## src/rtl/decode_hazard_ctrl_pkg.sv

```systemverilog
// decode_pkg: shared sizes, fixed register addresses and the vector-port
// FSM state type for the decode hazard controller.
package decode_pkg;
  localparam int NREG  = 16;              // register count
  localparam int AW    = 4;               // register address width
  localparam int CNT_W = 2;               // in-flight write counter width
  localparam logic [CNT_W-1:0] CNT_MAX = '1;
  localparam logic [AW-1:0] REG_LR = 4'b1110;  // forced on port A by sel_A
  localparam logic [AW-1:0] REG_V  = 4'b1111;  // vector reg, forced on port B by sel_B

  typedef enum logic {V_IDLE, V_HOLD} vstate_t;
endpackage

```

## src/rtl/decode_hazard_ctrl_if.sv

```systemverilog
// decode_hazard_ctrl_if: decode request, scalar/vector writeback and
// scoreboard status signals of the decode hazard controller.
//   master : decode/writeback source (drives id_*, wb_*, wbv_valid/data)
//   slave  : the controller (drives stall/issue, bank enables, status)
interface decode_hazard_ctrl_if;
  import decode_pkg::*;

  logic          id_valid;
  logic [AW-1:0] id_rp;
  logic [AW-1:0] id_rs;
  logic [AW-1:0] id_rd;
  logic          id_sel_A;
  logic          id_sel_B;
  logic          id_use_a;
  logic          id_use_b;
  logic          id_wr_c;
  logic          id_wr_v;
  logic          wb_valid;
  logic [AW-1:0] wb_rg;
  logic          wbv_valid;
  logic [7:0]    wbv_data;
  logic          wbv_ready;
  logic          stall;
  logic          issue;
  logic          WE_C;
  logic          WE_V;
  logic [7:0]    DinV_8bit;
  logic [NREG-1:0] sb_busy;
  logic          sb_err;

  modport master (
    output id_valid, id_rp, id_rs, id_rd, id_sel_A, id_sel_B, id_use_a, id_use_b,
           id_wr_c, id_wr_v, wb_valid, wb_rg, wbv_valid, wbv_data,
    input  wbv_ready, stall, issue, WE_C, WE_V, DinV_8bit, sb_busy, sb_err
  );

  modport slave (
    input  id_valid, id_rp, id_rs, id_rd, id_sel_A, id_sel_B, id_use_a, id_use_b,
           id_wr_c, id_wr_v, wb_valid, wb_rg, wbv_valid, wbv_data,
    output wbv_ready, stall, issue, WE_C, WE_V, DinV_8bit, sb_busy, sb_err
  );
endinterface

```

## src/rtl/decode_hazard_ctrl_sb_counter.sv

```systemverilog
// sb_counter: one scoreboard entry. Up/down counter of in-flight writes.
//   clk, rst_n : clock, async active-low clear
//   inc_i      : writes issued this cycle (0..2)
//   dec_i      : one write retired this cycle
//   cnt_o      : current count
//   udf_o      : pulse, retire seen with nothing in flight (count held at 0)
module sb_counter
  import decode_pkg::*;
(
  input  logic             clk,
  input  logic             rst_n,
  input  logic [1:0]       inc_i,
  input  logic             dec_i,
  output logic [CNT_W-1:0] cnt_o,
  output logic             udf_o
);
  logic [CNT_W-1:0] cnt_q, cnt_d;

  always_comb begin
    cnt_d = cnt_q;
    udf_o = 1'b0;
    // Net change is applied, so an issue and a retire in one cycle cancel.
    if (dec_i && inc_i == 2'd0 && cnt_q == '0)
      udf_o = 1'b1;
    else
      cnt_d = cnt_q + CNT_W'(inc_i) - CNT_W'(dec_i);
  end

  always_ff @(posedge clk or negedge rst_n)
    if (!rst_n) cnt_q <= '0;
    else        cnt_q <= cnt_d;

  assign cnt_o = cnt_q;
endmodule

```

## src/rtl/decode_hazard_ctrl.sv

```systemverilog
// decode_hazard_ctrl: decode issue/stall control plus bank write-port
// arbitration.
//   clk, rst_n : clock, async active-low reset
//   bus        : decode_hazard_ctrl_if.slave
//     id_*      decoded instruction; stall/issue returned combinationally
//     wb_*      scalar writeback -> WE_C, retires cnt[wb_rg]
//     wbv_*     vector result (valid/ready) -> WE_V/DinV_8bit, retires cnt[REG_V]
//     sb_busy   per-register "writes in flight", sb_err sticky underflow
// Scalar writeback always wins reg 15; a colliding vector byte waits in a
// one-entry hold register and the vector source is back-pressured meanwhile.
module decode_hazard_ctrl
  import decode_pkg::*;
(
  input  logic clk,
  input  logic rst_n,
  decode_hazard_ctrl_if.slave bus
);
  localparam int SW = CNT_W + 2;  // headroom for cnt + 2 in the full check

  logic [AW-1:0]                addr_a, addr_b;
  logic [NREG-1:0][CNT_W-1:0]   cnt;
  logic [NREG-1:0][1:0]         req_inc, inc;
  logic [NREG-1:0]              dec, udf, full;
  logic                         hazard, issue_w, we_c, we_v, coll, ready;
  logic [7:0]                   dinv;
  logic                         sb_err_q;
  vstate_t                      vstate_q, vstate_d;
  logic [7:0]                   hold_q, hold_d;

  assign addr_a = bus.id_sel_A ? REG_LR : bus.id_rp;
  assign addr_b = bus.id_sel_B ? REG_V  : bus.id_rs;

  // Per-register increment the instruction would apply. rd==REG_V with both
  // write kinds adds two to the same counter.
  always_comb begin
    for (int i = 0; i < NREG; i++) begin
      req_inc[i] = 2'(bus.id_wr_c && bus.id_rd == AW'(i))
                 + 2'(bus.id_wr_v && REG_V == AW'(i));
      full[i]    = (SW'(cnt[i]) + SW'(req_inc[i])) > SW'(CNT_MAX);
    end
  end

  // Hazards use the registered counts only: a retire takes effect next cycle.
  assign hazard  = (bus.id_use_a && cnt[addr_a] != '0)
                 | (bus.id_use_b && cnt[addr_b] != '0)
                 | (|full);
  assign issue_w = rst_n && bus.id_valid && !hazard;

  assign we_c = rst_n && bus.wb_valid;
  assign coll = bus.wb_valid && bus.wb_rg == REG_V;

  always_comb begin
    for (int i = 0; i < NREG; i++) begin
      inc[i] = issue_w ? req_inc[i] : 2'd0;
      dec[i] = (we_c && bus.wb_rg == AW'(i)) || (we_v && REG_V == AW'(i));
    end
  end

  sb_counter u_cnt [NREG-1:0] (
    .clk   (clk),
    .rst_n (rst_n),
    .inc_i (inc),
    .dec_i (dec),
    .cnt_o (cnt),
    .udf_o (udf)
  );

  // Vector write-port FSM
  always_comb begin
    vstate_d = vstate_q;
    hold_d   = hold_q;
    we_v     = 1'b0;
    dinv     = 8'h00;
    ready    = 1'b0;
    case (vstate_q)
      V_IDLE: begin
        ready = 1'b1;
        if (bus.wbv_valid) begin
          if (!coll) begin
            we_v = 1'b1;
            dinv = bus.wbv_data;
          end else begin
            hold_d   = bus.wbv_data;
            vstate_d = V_HOLD;
          end
        end
      end
      V_HOLD: begin
        if (!coll) begin
          we_v     = 1'b1;
          dinv     = hold_q;
          vstate_d = V_IDLE;
        end
      end
      default: vstate_d = V_IDLE;
    endcase
    // Outputs stay quiet while reset is held.
    if (!rst_n) begin
      we_v  = 1'b0;
      dinv  = 8'h00;
      ready = 1'b0;
    end
  end

  always_ff @(posedge clk or negedge rst_n)
    if (!rst_n) begin
      vstate_q <= V_IDLE;
      hold_q   <= 8'h00;
      sb_err_q <= 1'b0;
    end else begin
      vstate_q <= vstate_d;
      hold_q   <= hold_d;
      if (|udf) sb_err_q <= 1'b1;
    end

  always_comb begin
    for (int i = 0; i < NREG; i++) bus.sb_busy[i] = cnt[i] != '0;
  end

  assign bus.stall     = rst_n && bus.id_valid && hazard;
  assign bus.issue     = issue_w;
  assign bus.WE_C      = we_c;
  assign bus.WE_V      = we_v;
  assign bus.DinV_8bit = dinv;
  assign bus.wbv_ready = ready;
  assign bus.sb_err    = sb_err_q;
endmodule

```

## src/flat_wrapper.sv

```systemverilog
// flat-port wrapper written by rule: the top's interface ports become plain ports
module decode_hazard_ctrl_flat import decode_pkg::*;
  (clk, rst_n, bus_id_valid, bus_id_rp, bus_id_rs, bus_id_rd, bus_id_sel_A, bus_id_sel_B, bus_id_use_a, bus_id_use_b, bus_id_wr_c, bus_id_wr_v, bus_wb_valid, bus_wb_rg, bus_wbv_valid, bus_wbv_data, bus_wbv_ready, bus_stall, bus_issue, bus_WE_C, bus_WE_V, bus_DinV_8bit, bus_sb_busy, bus_sb_err);
  decode_hazard_ctrl_if bus_i ();
  input  logic clk;
  input  logic rst_n;
  input wire logic [$bits(bus_i.id_valid)-1:0] bus_id_valid;
  input wire logic [$bits(bus_i.id_rp)-1:0] bus_id_rp;
  input wire logic [$bits(bus_i.id_rs)-1:0] bus_id_rs;
  input wire logic [$bits(bus_i.id_rd)-1:0] bus_id_rd;
  input wire logic [$bits(bus_i.id_sel_A)-1:0] bus_id_sel_A;
  input wire logic [$bits(bus_i.id_sel_B)-1:0] bus_id_sel_B;
  input wire logic [$bits(bus_i.id_use_a)-1:0] bus_id_use_a;
  input wire logic [$bits(bus_i.id_use_b)-1:0] bus_id_use_b;
  input wire logic [$bits(bus_i.id_wr_c)-1:0] bus_id_wr_c;
  input wire logic [$bits(bus_i.id_wr_v)-1:0] bus_id_wr_v;
  input wire logic [$bits(bus_i.wb_valid)-1:0] bus_wb_valid;
  input wire logic [$bits(bus_i.wb_rg)-1:0] bus_wb_rg;
  input wire logic [$bits(bus_i.wbv_valid)-1:0] bus_wbv_valid;
  input wire logic [$bits(bus_i.wbv_data)-1:0] bus_wbv_data;
  output wire logic [$bits(bus_i.wbv_ready)-1:0] bus_wbv_ready;
  output wire logic [$bits(bus_i.stall)-1:0] bus_stall;
  output wire logic [$bits(bus_i.issue)-1:0] bus_issue;
  output wire logic [$bits(bus_i.WE_C)-1:0] bus_WE_C;
  output wire logic [$bits(bus_i.WE_V)-1:0] bus_WE_V;
  output wire logic [$bits(bus_i.DinV_8bit)-1:0] bus_DinV_8bit;
  output wire logic [$bits(bus_i.sb_busy)-1:0] bus_sb_busy;
  output wire logic [$bits(bus_i.sb_err)-1:0] bus_sb_err;
  assign bus_i.id_valid = bus_id_valid;
  assign bus_i.id_rp = bus_id_rp;
  assign bus_i.id_rs = bus_id_rs;
  assign bus_i.id_rd = bus_id_rd;
  assign bus_i.id_sel_A = bus_id_sel_A;
  assign bus_i.id_sel_B = bus_id_sel_B;
  assign bus_i.id_use_a = bus_id_use_a;
  assign bus_i.id_use_b = bus_id_use_b;
  assign bus_i.id_wr_c = bus_id_wr_c;
  assign bus_i.id_wr_v = bus_id_wr_v;
  assign bus_i.wb_valid = bus_wb_valid;
  assign bus_i.wb_rg = bus_wb_rg;
  assign bus_i.wbv_valid = bus_wbv_valid;
  assign bus_i.wbv_data = bus_wbv_data;
  assign bus_wbv_ready = bus_i.wbv_ready;
  assign bus_stall = bus_i.stall;
  assign bus_issue = bus_i.issue;
  assign bus_WE_C = bus_i.WE_C;
  assign bus_WE_V = bus_i.WE_V;
  assign bus_DinV_8bit = bus_i.DinV_8bit;
  assign bus_sb_busy = bus_i.sb_busy;
  assign bus_sb_err = bus_i.sb_err;
  decode_hazard_ctrl u_core (.clk(clk), .rst_n(rst_n), .bus(bus_i));
endmodule
```

## config.mk

```make
export PLATFORM = sky130hd
export DESIGN_NAME = decode_hazard_ctrl_flat
export DESIGN_NICKNAME = d
export VERILOG_FILES = /design/src/rtl/decode_hazard_ctrl_pkg.sv /design/src/rtl/decode_hazard_ctrl_if.sv /design/src/rtl/decode_hazard_ctrl_sb_counter.sv /design/src/rtl/decode_hazard_ctrl.sv /design/src/flat_wrapper.sv
export SDC_FILE = /design/constraint.sdc
export NUM_CORES = 1
export LEC_CHECK = 0
export ABC_CLOCK_PERIOD_IN_PS = 7850
export BUFFER_PORTS_ARGS = -buffer_cell sky130_fd_sc_hd__buf_2
export CELL_PAD_IN_SITES_DETAIL_PLACEMENT = 0
export CELL_PAD_IN_SITES_GLOBAL_PLACEMENT = 1
export CORE_ASPECT_RATIO = 0.6
export CORE_UTILIZATION = 46
export CTS_CLUSTER_DIAMETER = 60
export CTS_CLUSTER_SIZE = 8
export DETAILED_ROUTE_END_ITERATION = 10
export GPL_TIMING_DRIVEN = 0
export PLACE_DENSITY = 0.95
export SKIP_CTS_REPAIR_TIMING = 1
export SYNTH_ARGS = -nofsm -noshare
export SYNTH_HDL_FRONTEND = slang
export SYNTH_SLANG_ARGS = --single-unit
```

## constraint.sdc

```tcl
create_clock -name clk -period 7.85 [get_ports clk]
set_clock_uncertainty 0.15 [all_clocks]
set_input_delay 0.3925 -clock clk [delete_from_list [all_inputs] [get_ports clk]]
set_output_delay 0.3925 -clock clk [all_outputs]
set_load 0.1 [all_outputs]
```

==> flow_metrics.tcl <==
set metrics [dict create \
    clockBufferDepth 2 \
    grt_max_degree 44 \
    vias_per_cell 5.80 \
    worstPathMaxFanout 10 \
    cts_tree "done" \
    cts_num_sinks 42 \
    post-route-worst-setup-slack_ns 2.22 \
    cell_area_after_synthesis_mm2 0.00364 \
    critical_path.startpoint_type "input port" \
    regToRegEndpoint "u_core.u_cnt[9].cnt_o[1]" \
    route.detailed.drc 0 \
    power.total_mw 1.46 \
    wire_per_inst_um 18.0 \
    synth_area_per_inst_um2 8.53 \
    finalHoldWorstSlack_ns 0.113 \
    dp_hpwl_um 8460 \
    synth-warning-count 0 \
    outcome "finished, final reports clean" \
    finalCritPeriodShare 0.718 \
    synth.distinct_cells 67 \
    grt_antenna_before_repair 0 \
    route.top_layer_used "met4" \
    dr_wl_met2_um 4280 \
    final.fill_count 719 \
    grt_pass1_wl_um 17100 \
    initialDrtViolationCount 365 \
    synth_top_flop_cell "dfrtp_1" \
    timing.final.setup_violations 0 \
    max_freq_mhz 177 \
    globalRouteTotalUtil 0.279 \
    count_of_input_and_output_buffers 62 \
    grt_setup_unrepaired "no" \
    worst_setup_path_end_kind "output port" \
    antenna-diode-count 0 \
    initial_utilization 0.489 \
    required_ns 7.31 \
    relative_slew_slack 0.295 \
    final.min_clock_period_ns 5.63 \
    slowest_cell_on_crit_path "nor4_4" \
    worst-endpoint-arrival_ns 5.09 \
    non_filler_cell_area_final_mm2 0.00424 \
    stdcell_count 601 \
    synthDominantAreaCellType "dfrtp_1" \
    globalRouteOverflowTotal 0 \
    power_per_cell_area_mw_per_mm2 344 \
    seq_cells_post_synth 42 \
    synthArstFlopShare 1.00 \
    reported_leakage_power_nw 2.15 \
    post_synth_edffs 0 \
    mostFrequentLayoutCells "buf_2 (63), nor2_1 (55), inv_1 (51), dfrtp_1 (42), ha_1 (34)" \
    placedCellCount 593 \
    die-width_um 117 \
    max_slew.worst_pin.slew_ns 1.06 \
    grt_pass1_vias 3282 \
    die_height_um 70.9 \
    final_common_cell "buf_2" \
    path_cells "buf_2 -> clkbuf_1 -> clkinv_1 -> nor3_1 -> ha_1 -> ha_1 -> a31o_2 -> a41o_1 -> a2111oi_0 -> o211ai_1 -> nor4_4 -> buf_6 -> buf_2" \
    synthesis.instances 427 \
    setup_slack_after_placement_ns 2.30 \
    drv_slew 0 \
    route.final.wire_length_um 10800 \
    yosysSeqAreaShare 0.289 \
    clk_latency_ns 0.30 \
    final_layout_size_suffix_gt1_frac 0.201 \
    vias 3487 \
    setup-tns-final_ns 0 \
    die-area_mm2 0.00829 \
    synth_fp_nets 496 \
    final_hold_violation_count 0 \
    met1_length_um 5250 \
    final_estimated_routing_congestion_in_global_placement 0.937 \
    core.rowCount 24 \
    path_class "in -> out" \
    timing.max_cap.violations 0 \
    hold_path_class "in -> async" \
    worst_path_largest_cell_delay_ns 0.80 \
    worst_r2r_startpoint "u_core.u_cnt[15].cnt_o[1]" \
    placedInstanceArea_mm2 0.00408 \
    synth.area.top_cells "dfrtp_1 (29%), ha_1 (12%), nor2_1 (5.7%)" \
    met3WireLength_um 1120 \
    ioPinCount 65 \
    ctsRootBufferMaster "clkbuf_16" \
    path_clk_slew_ns 0.07 \
    route.antenna.remaining_nets 0 \
    yosysTopAreaCellShare 0.289 \
    design.final.nets 565 \
    area_growth_syn_to_layout_pct 16.6 \
    irDropWorstVdd_v 0.000254 \
    core_mm2 0.00745 \
    worst_r2r_path_depth 12 \
    drt_pre_antenna_iters 6 \
    setup.reg_to_reg.worst_slack_ns 3.77 \
    finalCoreUtilization 0.570 \
    cts.htree.levels 2 \
    tritoncts.num_buffers 5 \
]
==> power breakdown <==
part / internal [mW] / total [mW] / switching, mW
combinational: 0.209 / 0.836 / 0.627
sequential: 0.300 / 0.381 / 0.0811
clock: 0.151 / 0.241 / 0.0905
==> area by class of cell <==
class	instances	area [µm²]	area share
Inverter	52	195	0.0460
Clock buffer	7	133	0.0312
Multi-Input combinational cell	322	2340	0.552
Clock inverter	1	30.0	0.00708
Buffer	11	50.0	0.0118
Timing Repair Buffer	62	310	0.0731
Tap cell	104	130	0.0307
Sequential cell	42	1050	0.248
==> logic make-up after synthesis <==
| logic type | count (synthesis) | synth area share |
|---|---|---|
| flops | 42 | 0.289 |
| xor+xnor | 32 | 0.0770 |
| simple gates | 178 | 0.263 |
| mux | 16 | 0.0605 |
| compound gates | 62 | 0.127 |
| fa+ha+maj | 34 | 0.117 |
| buf+inv | 63 | 0.0673 |
==> how the worst max path moves through the flow <==
stage                 start                  endpoint  slack [ns]  cells past startpoint
6_report       bus_id_rd[2]                 bus_issue        2.22                     13
5_1_grt        bus_id_rd[2]                 bus_issue        2.06                     13
4_1_cts        bus_id_rd[2]                 bus_issue        2.42                     13
3_5_place_dp   bus_id_rd[2]  u_core.u_cnt[9].cnt_o[1]        2.30                     17
3_3_place_gp   bus_id_rd[2]  u_core.u_cnt[9].cnt_o[1]        2.30                     17
2_1_floorplan  bus_id_rd[2]  u_core.u_cnt[6].cnt_o[1]        3.54                     17
==> per-layer routing <==
layer  global-route usage  vias to the layer above
li1                     -                     1631
met1                0.424                     1678
met2                0.374                      163
met3               0.0823                       15
met4               0.0844                        0
met5                    0                        -
==> synthesized netlist by cell type (all sizes together), types with 3 or more instances <==
cell type,instances
nor2,57
inv,51
dfrtp,42
ha,34
nand2,23
nor3,18
xnor2,18
nor2b,16
xor2,14
a21oi,13
nand3,13
a22oi,8
clkbuf,8
mux2,8
nand3b,7
or2,7
nand4,5
nor4,5
o21a,5
a211oi,4
a41oi,4
mux2i,4
mux4,4
nand2b,4
o21ai,4
and2,3
and3,3
buf,3
nand4b,3
or3,3
==> flip-flops by register name (all words and copies together) (netlist names) <==
name / flops
u_core.vstate_q: 1
u_core.hold_q: 8
u_core.u_cnt.cnt_o: 32
u_core.bus.sb_err: 1
==> worst max-delay path, delay by kind of cell <==
family,cells,cell delay (ns)
AOI/OAI and AO/OA,4,1.14
adders and majority gates,2,0.55
buffers and inverters,5,1.76
and+or+nand+nor,2,1.22
No activity file was read; power rests on OpenSTA's default activity.
